`src/rtl/fpu_vector_sequencer_if.sv`:
```
// Handshake bundle between the vector sequencer (master) and one
// pfpu32_top instance (slave).
interface fpu_vector_sequencer_if #(
   parameter int DATA_W = 32,
   parameter int OP_W   = 8
);
   logic              fpu_flush;
   logic              fpu_decode;
   logic              fpu_execute;
   logic [OP_W-1:0]   fpu_op;
   logic [DATA_W-1:0] fpu_a;
   logic [DATA_W-1:0] fpu_b;
   logic [1:0]        fpu_rm;
   logic [DATA_W-1:0] fpu_result;
   logic              fpu_arith_valid;
   logic              fpu_cmp_flag;
   logic              fpu_cmp_valid;

   modport master (
      output fpu_flush, fpu_decode, fpu_execute,
      output fpu_op, fpu_a, fpu_b, fpu_rm,
      input  fpu_result, fpu_arith_valid,
      input  fpu_cmp_flag, fpu_cmp_valid
   );

   modport slave (
      input  fpu_flush, fpu_decode, fpu_execute,
      input  fpu_op, fpu_a, fpu_b, fpu_rm,
      output fpu_result, fpu_arith_valid,
      output fpu_cmp_flag, fpu_cmp_valid
   );
endinterface

```
`src/rtl/fpu_vector_sequencer.sv`:
```
// Vector table + issue engine: flushes the FPU, replays loaded vectors
// and reports each result or timeout on a one-cycle strobe.
module fpu_vector_sequencer #(
   parameter int DEPTH        = 16,
   parameter int DATA_W       = 32,
   parameter int OP_W         = 8,
   parameter int TIMEOUT      = 3,
   parameter int FLUSH_CYCLES = 2,
   parameter int CNT_W        = 16
) (
   input  logic                     clk,
   input  logic                     reset_n,
   input  logic                     clear,
   input  logic                     load_valid,
   input  logic [OP_W-1:0]          load_op,
   input  logic [DATA_W-1:0]        load_a,
   input  logic [DATA_W-1:0]        load_b,
   input  logic [1:0]               load_rm,
   output logic                     load_ready,
   input  logic                     start,
   input  logic [CNT_W-1:0]         num_tests,
   output logic                     busy,
   output logic                     done,
   fpu_vector_sequencer_if.master   fpu,
   output logic                     res_valid,
   output logic [$clog2(DEPTH)-1:0] res_index,
   output logic [DATA_W-1:0]        res_data,
   output logic                     res_cmp_flag,
   output logic                     res_is_cmp,
   output logic                     res_timeout,
   output logic [CNT_W-1:0]         timeout_count,
   output logic [CNT_W-1:0]         issued_count
);
   localparam int IW = $clog2(DEPTH);
   localparam int FW = $clog2(FLUSH_CYCLES + 1);
   localparam int WW = $clog2(TIMEOUT + 1);

   typedef enum logic [2:0] {
      S_IDLE, S_FLUSH, S_DECODE, S_EXEC,
      S_WAIT, S_REPORT, S_DONE
   } state_e;

   state_e            state_q, state_d;
   logic [IW:0]       fill_q, fill_d;
   logic [IW-1:0]     idx_q, idx_d;
   logic [CNT_W-1:0]  ntests_q, ntests_d;
   logic [CNT_W-1:0]  iss_q, iss_d;
   logic [CNT_W-1:0]  tmo_q, tmo_d;
   logic [FW-1:0]     fcnt_q, fcnt_d;
   logic [WW-1:0]     wcnt_q, wcnt_d;
   logic [DATA_W-1:0] rdata_q, rdata_d;
   logic              rflag_q, rflag_d;
   logic              riscmp_q, riscmp_d;
   logic              rtmo_q, rtmo_d;

   logic [OP_W-1:0]   op_mem [DEPTH];
   logic [DATA_W-1:0] a_mem  [DEPTH];
   logic [DATA_W-1:0] b_mem  [DEPTH];
   logic [1:0]        rm_mem [DEPTH];

   logic idle, load_en, active;

   function automatic logic [CNT_W-1:0] sat_inc(
      input logic [CNT_W-1:0] v
   );
      return (v == '1) ? v : v + CNT_W'(1);
   endfunction

   assign idle       = (state_q == S_IDLE);
   assign load_ready = idle && (fill_q != (IW+1)'(DEPTH));
   assign load_en    = load_ready && load_valid && !clear;
   assign active     = (state_q == S_DECODE) || (state_q == S_EXEC) ||
                       (state_q == S_WAIT);

   // Table storage carries no reset; only fill_q defines valid entries.
   always_ff @(posedge clk) begin
      if (load_en) begin
         op_mem[fill_q[IW-1:0]] <= load_op;
         a_mem[fill_q[IW-1:0]]  <= load_a;
         b_mem[fill_q[IW-1:0]]  <= load_b;
         rm_mem[fill_q[IW-1:0]] <= load_rm;
      end
   end

   always_comb begin
      state_d  = state_q;
      fill_d   = fill_q;
      idx_d    = idx_q;
      ntests_d = ntests_q;
      iss_d    = iss_q;
      tmo_d    = tmo_q;
      fcnt_d   = fcnt_q;
      wcnt_d   = wcnt_q;
      rdata_d  = rdata_q;
      rflag_d  = rflag_q;
      riscmp_d = riscmp_q;
      rtmo_d   = rtmo_q;
      unique case (state_q)
         S_IDLE: begin
            if (clear) fill_d = '0;
            else if (load_en) fill_d = fill_q + (IW+1)'(1);
            if (start) begin
               if (fill_q == '0 || num_tests == '0) begin
                  state_d = S_DONE;
               end else begin
                  ntests_d = num_tests;
                  iss_d    = '0;
                  tmo_d    = '0;
                  idx_d    = '0;
                  fcnt_d   = FW'(1);
                  state_d  = S_FLUSH;
               end
            end
         end
         S_FLUSH: begin
            if (fcnt_q == FW'(FLUSH_CYCLES)) state_d = S_DECODE;
            else fcnt_d = fcnt_q + FW'(1);
         end
         S_DECODE: state_d = S_EXEC;
         S_EXEC: begin
            iss_d   = sat_inc(iss_q);
            wcnt_d  = WW'(1);
            state_d = S_WAIT;
         end
         S_WAIT: begin
            // Arith beats cmp, and any valid beats the timeout.
            if (fpu.fpu_arith_valid) begin
               rdata_d  = fpu.fpu_result;
               rflag_d  = 1'b0;
               riscmp_d = 1'b0;
               rtmo_d   = 1'b0;
               state_d  = S_REPORT;
            end else if (fpu.fpu_cmp_valid) begin
               rdata_d  = '0;
               rflag_d  = fpu.fpu_cmp_flag;
               riscmp_d = 1'b1;
               rtmo_d   = 1'b0;
               state_d  = S_REPORT;
            end else if (wcnt_q == WW'(TIMEOUT)) begin
               rdata_d  = '0;
               rflag_d  = 1'b0;
               riscmp_d = 1'b0;
               rtmo_d   = 1'b1;
               tmo_d    = sat_inc(tmo_q);
               state_d  = S_REPORT;
            end else begin
               wcnt_d = wcnt_q + WW'(1);
            end
         end
         S_REPORT: begin
            if (iss_q == ntests_q) begin
               state_d = S_DONE;
            end else begin
               idx_d = ({1'b0, idx_q} + (IW+1)'(1) == fill_q) ?
                       '0 : idx_q + IW'(1);
               state_d = S_DECODE;
            end
         end
         S_DONE:  state_d = S_IDLE;
         default: state_d = S_IDLE;
      endcase
   end

   always_ff @(posedge clk or negedge reset_n) begin
      if (!reset_n) begin
         state_q  <= S_IDLE;
         fill_q   <= '0;
         idx_q    <= '0;
         ntests_q <= '0;
         iss_q    <= '0;
         tmo_q    <= '0;
         fcnt_q   <= '0;
         wcnt_q   <= '0;
         rdata_q  <= '0;
         rflag_q  <= 1'b0;
         riscmp_q <= 1'b0;
         rtmo_q   <= 1'b0;
      end else begin
         state_q  <= state_d;
         fill_q   <= fill_d;
         idx_q    <= idx_d;
         ntests_q <= ntests_d;
         iss_q    <= iss_d;
         tmo_q    <= tmo_d;
         fcnt_q   <= fcnt_d;
         wcnt_q   <= wcnt_d;
         rdata_q  <= rdata_d;
         rflag_q  <= rflag_d;
         riscmp_q <= riscmp_d;
         rtmo_q   <= rtmo_d;
      end
   end

   assign busy            = !idle;
   assign done            = (state_q == S_DONE);
   assign fpu.fpu_flush   = (state_q == S_FLUSH);
   assign fpu.fpu_decode  = (state_q == S_DECODE);
   assign fpu.fpu_execute = (state_q == S_EXEC);
   assign fpu.fpu_op      = active ? op_mem[idx_q] : '0;
   assign fpu.fpu_a       = active ? a_mem[idx_q]  : '0;
   assign fpu.fpu_b       = active ? b_mem[idx_q]  : '0;
   assign fpu.fpu_rm      = active ? rm_mem[idx_q] : '0;

   assign res_valid     = (state_q == S_REPORT);
   assign res_index     = idx_q;
   assign res_data      = rdata_q;
   assign res_cmp_flag  = rflag_q;
   assign res_is_cmp    = riscmp_q;
   assign res_timeout   = rtmo_q;
   assign timeout_count = tmo_q;
   assign issued_count  = iss_q;
endmodule

```
`src/flat_wrapper.sv`:
```
// flat-port wrapper written by rule: the top's interface ports become plain ports
module fpu_vector_sequencer_flat 
#(
   parameter int DEPTH        = 16,
   parameter int DATA_W       = 32,
   parameter int OP_W         = 8,
   parameter int TIMEOUT      = 3,
   parameter int FLUSH_CYCLES = 2,
   parameter int CNT_W        = 16
)
  (clk, reset_n, clear, load_valid, load_op, load_a, load_b, load_rm, load_ready, start, num_tests, busy, done, res_valid, res_index, res_data, res_cmp_flag, res_is_cmp, res_timeout, timeout_count, issued_count, fpu_fpu_flush, fpu_fpu_decode, fpu_fpu_execute, fpu_fpu_op, fpu_fpu_a, fpu_fpu_b, fpu_fpu_rm, fpu_fpu_result, fpu_fpu_arith_valid, fpu_fpu_cmp_flag, fpu_fpu_cmp_valid);
  fpu_vector_sequencer_if #(.DATA_W(DATA_W), .OP_W(OP_W)) fpu_i ();
  input  logic clk;
  input  logic reset_n;
  input  logic clear;
  input  logic load_valid;
  input  logic [OP_W-1:0] load_op;
  input  logic [DATA_W-1:0] load_a;
  input  logic [DATA_W-1:0] load_b;
  input  logic [1:0] load_rm;
  output logic load_ready;
  input  logic start;
  input  logic [CNT_W-1:0] num_tests;
  output logic busy;
  output logic done;
  output logic res_valid;
  output logic [$clog2(DEPTH)-1:0] res_index;
  output logic [DATA_W-1:0] res_data;
  output logic res_cmp_flag;
  output logic res_is_cmp;
  output logic res_timeout;
  output logic [CNT_W-1:0] timeout_count;
  output logic [CNT_W-1:0] issued_count;
  output wire logic [$bits(fpu_i.fpu_flush)-1:0] fpu_fpu_flush;
  output wire logic [$bits(fpu_i.fpu_decode)-1:0] fpu_fpu_decode;
  output wire logic [$bits(fpu_i.fpu_execute)-1:0] fpu_fpu_execute;
  output wire logic [$bits(fpu_i.fpu_op)-1:0] fpu_fpu_op;
  output wire logic [$bits(fpu_i.fpu_a)-1:0] fpu_fpu_a;
  output wire logic [$bits(fpu_i.fpu_b)-1:0] fpu_fpu_b;
  output wire logic [$bits(fpu_i.fpu_rm)-1:0] fpu_fpu_rm;
  input wire logic [$bits(fpu_i.fpu_result)-1:0] fpu_fpu_result;
  input wire logic [$bits(fpu_i.fpu_arith_valid)-1:0] fpu_fpu_arith_valid;
  input wire logic [$bits(fpu_i.fpu_cmp_flag)-1:0] fpu_fpu_cmp_flag;
  input wire logic [$bits(fpu_i.fpu_cmp_valid)-1:0] fpu_fpu_cmp_valid;
  assign fpu_fpu_flush = fpu_i.fpu_flush;
  assign fpu_fpu_decode = fpu_i.fpu_decode;
  assign fpu_fpu_execute = fpu_i.fpu_execute;
  assign fpu_fpu_op = fpu_i.fpu_op;
  assign fpu_fpu_a = fpu_i.fpu_a;
  assign fpu_fpu_b = fpu_i.fpu_b;
  assign fpu_fpu_rm = fpu_i.fpu_rm;
  assign fpu_i.fpu_result = fpu_fpu_result;
  assign fpu_i.fpu_arith_valid = fpu_fpu_arith_valid;
  assign fpu_i.fpu_cmp_flag = fpu_fpu_cmp_flag;
  assign fpu_i.fpu_cmp_valid = fpu_fpu_cmp_valid;
  fpu_vector_sequencer #(.DEPTH(DEPTH), .DATA_W(DATA_W), .OP_W(OP_W), .TIMEOUT(TIMEOUT), .FLUSH_CYCLES(FLUSH_CYCLES), .CNT_W(CNT_W)) u_core (.clk(clk), .reset_n(reset_n), .clear(clear), .load_valid(load_valid), .load_op(load_op), .load_a(load_a), .load_b(load_b), .load_rm(load_rm), .load_ready(load_ready), .start(start), .num_tests(num_tests), .busy(busy), .done(done), .fpu(fpu_i), .res_valid(res_valid), .res_index(res_index), .res_data(res_data), .res_cmp_flag(res_cmp_flag), .res_is_cmp(res_is_cmp), .res_timeout(res_timeout), .timeout_count(timeout_count), .issued_count(issued_count));
endmodule
```
`config.mk`:
```
export PLATFORM = sky130hd
export DESIGN_NAME = fpu_vector_sequencer_flat
export DESIGN_NICKNAME = d
export VERILOG_FILES = /design/src/rtl/fpu_vector_sequencer_if.sv /design/src/rtl/fpu_vector_sequencer.sv /design/src/flat_wrapper.sv
export SDC_FILE = /design/constraint.sdc
export NUM_CORES = 1
export LEC_CHECK = 0
export ABC_AREA = 1
export CORE_ASPECT_RATIO = 1.75
export CORE_MARGIN = 2
export CORE_UTILIZATION = 55
export CTS_CLUSTER_SIZE = 14
export DETAILED_ROUTE_END_ITERATION = 10
export GPL_TIMING_DRIVEN = 0
export HOLD_SLACK_MARGIN = 0.15
export PLACE_DENSITY = 0.77
export REMOVE_ABC_BUFFERS = 1
export SETUP_SLACK_MARGIN = 0.02
export SLEW_MARGIN = 15
export SYNTH_ARGS = -nofsm -noshare
export SYNTH_HDL_FRONTEND = slang
export SYNTH_SLANG_ARGS = --single-unit
```
`constraint.sdc`:
```
create_clock -name clk -period 6 [get_ports clk]
set_input_delay 1.2 -clock clk [delete_from_list [all_inputs] [get_ports clk]]
set_output_delay 1.2 -clock clk [all_outputs]
set_load 0.02 [all_outputs]
```
==> results of run 1 <==
registers in the layout, summed over array words and instances, names as in the netlist:
signal	cells
u_core.issued_count	16
u_core.ntests_q	16
u_core.res_cmp_flag	1
u_core.op_mem	128
u_core.res_is_cmp	1
u_core.res_timeout	1
u_core.res_index	4
u_core.state_q	3
u_core.fcnt_q	2
u_core.res_data	32
u_core.b_mem	512
u_core.timeout_count	16
u_core.wcnt_q	2
u_core.a_mem	512
u_core.fill_q	5
u_core.rm_mem	32
cells in the final DEF (no fill, tap or decap), types with 4 or more instances in the layout:
master and count:
ha_1 9, clkdlybuf4s50_1 279, buf_12 43, clkbuf_1 28, xor2_1 18, o21ai_0 619
nand3_1 127, o21ai_1 56, nor2_4 19, nor2_1 754, clkbuf_16 117, clkbuf_8 7
diode_2 6, edfxtp_1 1184, buf_16 59, o221ai_1 114, inv_1 121, o22ai_1 91
dfrtp_1 95, clkinv_2 12, dfrtp_4 4, nor3_1 23, bufbuf_16 4, nand2_1 215
a21oi_1 77, o211ai_1 182, nand4_1 16, clkinv_1 15, clkbuf_4 4
stage by stage:
stage / instance area [µm²] / total power, mW / setup TNS (ns)
after floorplan: 50200 / 13.5 / -1285.26
after global placement: 54500 / 14.3 / -8075.80
after detailed placement: 57200 / 16.4 / 0
after CTS: 60700 / 23.1 / 0
after global routing: 60800 / 24.1 / 0
final: 60800 / 23.2 / 0
path summary, 6_finish.rpt:
| kind | to | cells past startpoint |
|---|---|---|
| max | fpu_fpu_a[24] | 10 |
| min | u_core.ntests_q[3] | 1 |
| max reg2reg | u_core.b_mem[1][5] | 12 |
| min reg2reg | u_core.fcnt_q[0] | 2 |
| max in group asynchronous | u_core.res_data[30] | 2 |
| min in group clk | u_core.fcnt_q[0] | 2 |
critical path: stages, from the launching register on:
cell             delay, ns
dfrtp_4               0.64
buf_16                0.27
buf_12                0.21
inv_12                0.34
buf_16                0.34
buf_16                0.32
o21ai_0               0.14
o211ai_1              0.21
o211ai_1              0.11
a21oi_1               0.42
clkdlybuf4s50_1       0.72
power by group:
| part | total, mW | switching [mW] | internal (mW) | leakage (nW) |
|---|---|---|---|---|
| clock network | 6.72 | 3.01 | 3.71 | 1.65 |
| logic | 6.12 | 3.95 | 2.17 | 6.31 |
| registers | 10.3 | 0.225 | 10.1 | 11.9 |
| total | 23.2 | 7.18 | 16.0 | 19.9 |
Yosys cell counts, types with 2 or more instances:
cell | count | area share (%)
clkbuf_1 | 152 | 1.1
nand3_2 | 2 | 0.039
inv_2 | 6 | 0.044
o21ai_0 | 619 | 6.0
o21ai_1 | 56 | 0.54
edfxtp_1 | 1184 | 69
nor2_1 | 770 | 5.6
nor2_4 | 3 | 0.066
nand3_1 | 127 | 1.2
dfrtp_1 | 99 | 4.8
xor2_1 | 18 | 0.31
buf_4 | 15 | 0.22
a21oi_1 | 80 | 0.78
inv_1 | 123 | 0.90
o221ai_1 | 114 | 1.9
nand2_1 | 216 | 1.6
buf_6 | 7 | 0.15
nand4_1 | 16 | 0.19
nand3b_1 | 3 | 0.044
o211ai_1 | 182 | 2.7
o22ai_1 | 91 | 1.1
buf_1 | 16 | 0.12
xnor2_1 | 2 | 0.034
buf_2 | 86 | 0.84
ha_1 | 9 | 0.22
or2_2 | 2 | 0.024
nor3_1 | 23 | 0.22
cell type report:
| type | instances | area [µm²] | share of cell area (%) |
|---|---|---|---|
| clock buffers | 154 | 3110 | 5.11 |
| well taps | 1200 | 1500 | 2.47 |
| inverters | 129 | 523 | 0.860 |
| repair inverters | 1 | 5.00 | 0.00823 |
| diodes | 6 | 15.0 | 0.0247 |
| flip-flops and latches | 1283 | 38000 | 62.6 |
| multi-input cells | 2338 | 11800 | 19.5 |
| repair buffers | 391 | 5500 | 9.05 |
| clock inverters | 36 | 264 | 0.434 |
routing by layer:
metal	vias up	part of all wire (%)
li1	15300	-
met1	17300	37
met2	1776	50
met3	351	8.2
met4	18	4.1
met5	-	0.086
logic make-up (layout without fill, tap and decap cells):
logic type	Yosys count	in the layout	share of synthesized area (%)
other	0	6	0
buffers and inverters	406	711	3.39
adders and majority gates	9	9	0.219
muxes	1	1	0.0219
xor gates and xnor gates	20	20	0.340
DFF	1283	1283	73.9
AOI/OAI and AO/OA	1143	1143	13.1
and+or+nand+nor	1165	1165	9.06
repair_timing:
| action | CTS | global route |
|---|---|---|
| setup endpoints to repair | 36 | 25 |
| hold buffers | 0 | 0 |
| buffers inserted | 0 | 1 |
| cloned | 5 | 2 |
| resized for setup | 3 | 2 |
==> results.rst, run 1 <==
.. list-table::
   :header-rows: 1

   * - Metric
     - Value
   * - Critical path origin
     - u_core.res_index[1]
   * - Smallest setup slack after layout
     - 0.295 ns
   * - Site Rows
     - 148
   * - Power Density
     - 381 mW/mm²
   * - DP Cell Count
     - 5,333
   * - Met2 Resource Use GR
     - 46.5%
   * - Post-DR wirelength/cell
     - 24.5 µm
   * - Sequential-to-total area share from yosys stat
     - 73.9%
   * - DPL Wire Length
     - 78.3 mm
   * - DIE WIDTH
     - 235 µm
   * - Required time at the endpoint of the critical path
     - 4.80 ns
   * - Global Route Usage Sum
     - 27.5%
   * - Number of max-cap violations
     - 0
   * - Overall routed net length
     - 136 mm
   * - DRC violations left
     - 0
   * - Maximum number of pins on one net before global-route repair
     - 126
   * - Global route overflow
     - 0
   * - Final net count
     - 4,393
   * - Number of standard cells in the final layout excluding fillers
     - 5,538
   * - Worst slack after detailed placement
     - 0.481 ns
   * - Vias in the first global route
     - 34,200
   * - Reg2Reg Setup Slack
     - 2.48 ns
   * - Most crowded layer after global routing
     - met2
   * - # setup viols final
     - 0
   * - Type of the worst setup path
     - flip-flop to output pin
   * - Fill cell count
     - 6,319
   * - CTS clock-pin slew for the worst setup and hold paths
     - 0.07 ns
   * - Post-synthesis cell count
     - 4,027
   * - Number of synthesized flops with an enable pin
     - 1,184
   * - Worst voltage drop across the vdd grid
     - 271 µV
   * - Post-Route Skew
     - 0.0401 ns
   * - CTS tree
     - done
   * - Post-Synthesis Mean Instance Area
     - 12.8 µm²
   * - Via total after detailed routing
     - 34,700
   * - Unrepaired setup endpoints after global routing
     - false
   * - Fraction of layout cells with a size suffix above 1
     - 6.95%
   * - First-pass GRT wire length
     - 200 mm
   * - Area of the core
     - 0.0928 mm²
   * - CP endpoint kind
     - output pin
   * - Sinks on Clock Net
     - 1,283
   * - Remaining max-slew budget at the tightest pin
     - 43.6%
   * - Reg2reg start
     - u_core.fill_q[0]
   * - Post-route fraction of the period consumed by the critical path
     - 95.1%
   * - Iteration-0 DRC count of the detailed router
     - 3,835
   * - Post-layout minimum cycle time
     - 5.70 ns
   * - Fraction of registers with async set/reset
     - 7.72%
   * - Top-Level Pins
     - 282
   * - Fmax achieved
     - 175 MHz
   * - Routed vias/inst
     - 6.27
   * - Initial antenna violation count
     - 16
   * - Number of pins with negative max-slew slack in the final report
     - 0
   * - Static leakage
     - 19.9 nW
   * - Met3 track demand over resource
     - 4.63%
   * - Effective utilization at floorplan
     - 55.5%
   * - Met1 track utilization from global routing
     - 34.1%
   * - Utilization after layout
     - 65.5%
   * - Crit path launch type
     - flip-flop
   * - Summed instance area of the synthesized netlist
     - 0.0515 mm²
   * - Critical path peak fanout
     - 108
   * - CTS root buf
     - clkbuf_16
   * - Number of hold violations in the final report
     - 0
   * - Number of iterations in the first detailed-routing pass
     - 7
   * - Count of state elements after synthesis
     - 1,283
   * - Predominant post-synthesis flop cell
     - edfxtp_1
   * - Die area
     - 0.0961 mm²
   * - Data arrival time at the worst-slack endpoint
     - 4.50 ns
   * - Number of unique standard cell types used by synthesis
     - 33
   * - Number of CTS-inserted buffers
     - 110
   * - Number of port buffers
     - 281
   * - Height of the die
     - 409 µm
   * - Slew @ Worst Pin
     - 0.844 ns
   * - Clock Latency Late Sink
     - 0.72 ns
   * - Number of warnings reported in the yosys synthesis log
     - 0
   * - Worst hold path type
     - input port to asynchronous set/reset pin
   * - Total number of H-tree levels
     - 3
   * - Layout area overhead
     - 18.2%
   * - Result of the run
     - finished, final reports clean
   * - Routability congestion estimate from global placement
     - 0.891
   * - Final worst hold slack
     - 0.378 ns
   * - Routed Antenna Nets
     - 0
   * - Largest buffer count on any clock path
     - 3
(Power assumes the default switching activity.)
==> run 2: changes to the inputs <==
- clock period: 6 -> 5.9 ns (I/O delays scaled with it)
==> run 2 against run 1 <==
Via count up 0.35%. Clock power is 2% higher. Global-route usage rose by 0.19 points. Final area about the same. Die area did not move. Flip-flop and latch count unchanged. Critical path depth did not move. Final cell count stayed put. Utilization about the same.
==> results.rst, run 2 (synthesis results as in run 1) <==
.. list-table::
   :header-rows: 1

   * - Metric
     - Value
   * - Slew @ Worst Pin
     - 0.846 ns (was 0.844 ns)
   * - First-pass GRT wire length
     - 201 mm (was 200 mm)
   * - Worst hold path type
     - input port to asynchronous set/reset pin (unchanged)
   * - DIE WIDTH
     - 235 µm (unchanged)
   * - Die area
     - 0.0961 mm² (unchanged)
   * - DPL Wire Length
     - 78.3 mm (unchanged)
   * - Reg2Reg Depth
     - 12 (unchanged)
   * - Static leakage
     - 19.9 nW (about the same)
   * - Post-DR wirelength/cell
     - 24.6 µm (was 24.5 µm)
   * - Site Rows
     - 148 (unchanged)
   * - Post-Route Skew
     - 0.0414 ns (was 0.0401 ns)
   * - Routability congestion estimate from global placement
     - 0.891 (unchanged)
   * - Global Route Usage Sum
     - 27.7% (was 27.5%)
   * - CTS root buf
     - clkbuf_16 (unchanged)
   * - Result of the run
     - finished, final reports clean (unchanged)
   * - Routed Antenna Nets
     - 0 (unchanged)
   * - Utilization after layout
     - 65.5% (about the same)
   * - Most frequent cells in the layout
     - edfxtp_1, nor2_1, o21ai_0, clkdlybuf4s50_1, nand2_1 (unchanged)
   * - Sinks on Clock Net
     - 1,283 (unchanged)
   * - Most common library cell in the layout ignoring fill and taps
     - edfxtp_1 (unchanged)
   * - Global route overflow
     - 0 (unchanged)
   * - Type of the worst setup path
     - flip-flop to output pin (unchanged)
   * - Fraction of layout cells with a size suffix above 1
     - 6.95% (unchanged)
   * - Number of iterations in the first detailed-routing pass
     - 6 (was 7)
   * - Layout area overhead
     - 18.2% (about the same)
   * - Remaining max-slew budget at the tightest pin
     - 43.4% (was 43.6%)
   * - Total Power Consumption
     - 23.6 mW (was 23.2 mW)
   * - Iteration-0 DRC count of the detailed router
     - 3,687 (was 3,835)
   * - DP Cell Count
     - 5,333 (unchanged)
   * - Maximum number of pins on one net before global-route repair
     - 109 (was 126)
   * - Overall routed net length
     - 136 mm (about the same)
   * - Area of the core
     - 0.0928 mm² (unchanged)
   * - Clock Latency Late Sink
     - 0.72 ns (about the same)
   * - Final worst hold slack
     - 0.350 ns (was 0.378 ns)
   * - Number of pins with negative max-slew slack in the final report
     - 0 (unchanged)
   * - Top-Level Pins
     - 282 (unchanged)
   * - Number of standard cells in the final layout excluding fillers
     - 5,538 (unchanged)
   * - Initial antenna violation count
     - 16 (unchanged)
   * - Number of hold violations in the final report
     - 0 (unchanged)
   * - Vias in the first global route
     - 34,300 (was 34,200)
   * - Final net count
     - 4,393 (unchanged)
   * - Post-route fraction of the period consumed by the critical path
     - 95.7%
   * - Power Density
     - 387 mW/mm² (was 381 mW/mm²)
   * - Critical path peak fanout
     - 108 (unchanged)
   * - Largest buffer count on any clock path
     - 3 (unchanged)
   * - Crit path launch type
     - flip-flop (unchanged)
   * - Number of CTS-inserted buffers
     - 110 (unchanged)
   * - Data arrival time at the worst-slack endpoint
     - 4.47 ns (was 4.50 ns)
   * - Worst voltage drop across the vdd grid
     - 259 µV (was 271 µV)
   * - Fmax achieved
     - 177 MHz
   * - Effective utilization at floorplan
     - 55.5% (unchanged)
   * - Required time at the endpoint of the critical path
     - 4.72 ns (was 4.80 ns)
   * - Number of max-cap violations
     - 0 (unchanged)
   * - Post-layout minimum cycle time
     - 5.65 ns
   * - Routed vias/inst
     - 6.30 (was 6.27)
   * - CTS clock-pin slew for the worst setup and hold paths
     - 0.07 ns (about the same)
   * - Number of port buffers
     - 281 (unchanged)
   * - Unrepaired setup endpoints after global routing
     - false (unchanged)
   * - Height of the die
     - 409 µm (unchanged)
   * - CTS tree
     - done (unchanged)
   * - CP endpoint kind
     - output pin (unchanged)
   * - DRC violations left
     - 0 (unchanged)
   * - Total number of H-tree levels
     - 3 (unchanged)
   * - Hold_buf cts
     - 0 (unchanged)
   * - # setup viols final
     - 0 (unchanged)
   * - Via total after detailed routing
     - 34,900 (was 34,700)
==> run 2: area by class of cell <==
type	count	area, µm²
sequential	1283	38000
clock inverter	36	264
tap	1200	1500
multi-input combinational	2338	11800
timing repair buffer	391	5520
timing repair inverter	1	5.00
inverter	129	523
fill	6320	32000
clock buffer	154	3110
antenna	6	15.0
==> run 2: metrics by stage <==
step / worst slack [ns] / cell area, µm² / setup TNS [ns]
floorplan: -17.04 / 50200 / -1291.66
global placement: -43.18 / 54500 / -8185.00
detailed placement: 0.401 / 57200 / 0
CTS: 0.0147 / 60800 / 0
global route: 0.0348 / 60800 / 0
finish: 0.252 / 60800 / 0
==> run 2: worst paths after layout <==
kind,startpoint,to,slack (ns)
max,u_core.res_index[1],fpu_fpu_a[28],0.25
min,reset_n,u_core.ntests_q[3],0.35
max reg2reg,u_core.fill_q[0],u_core.a_mem[1][10],2.41
min reg2reg,u_core.fcnt_q[0],u_core.fcnt_q[0],0.49
max in group asynchronous,reset_n,u_core.res_data[30],4.85
min in group clk,u_core.fcnt_q[0],u_core.fcnt_q[0],0.49
==> run 2: metal layers <==
layer	wire, µm	global-route usage (%)	up-vias
met5	117	0	-
met4	5650	14.0	18
met3	11800	4.61	361
met2	68200	47.0	1956
met1	50200	34.3	17200
li1	-	-	15300
==> run 2: critical path: stages, from the launching register on <==
cell and delay [ns]:
dfrtp_4 0.64, buf_16 0.27, buf_12 0.22, inv_12 0.34, buf_16 0.33, buf_16 0.32, o21ai_0 0.17, o211ai_1 0.18
o211ai_1 0.10, a21oi_1 0.41, clkdlybuf4s50_1 0.69
==> run 2: timing repair <==
item / 4_1_cts / 5_1_grt
buffers inserted: 0 / 1
endpoints found under the setup margin: 50 / 32
resized for setup: 3 / 2
endpoints found under the hold margin: 0 / 0
gates cloned: 7 / 0
==> run 2: power by group <==
group          internal [mW]  total, mW  switching [mW]
registers               10.3       10.5           0.229
clock network           3.78       6.83            3.05
logic                   2.22       6.23            4.01
total                   16.3       23.6            7.29
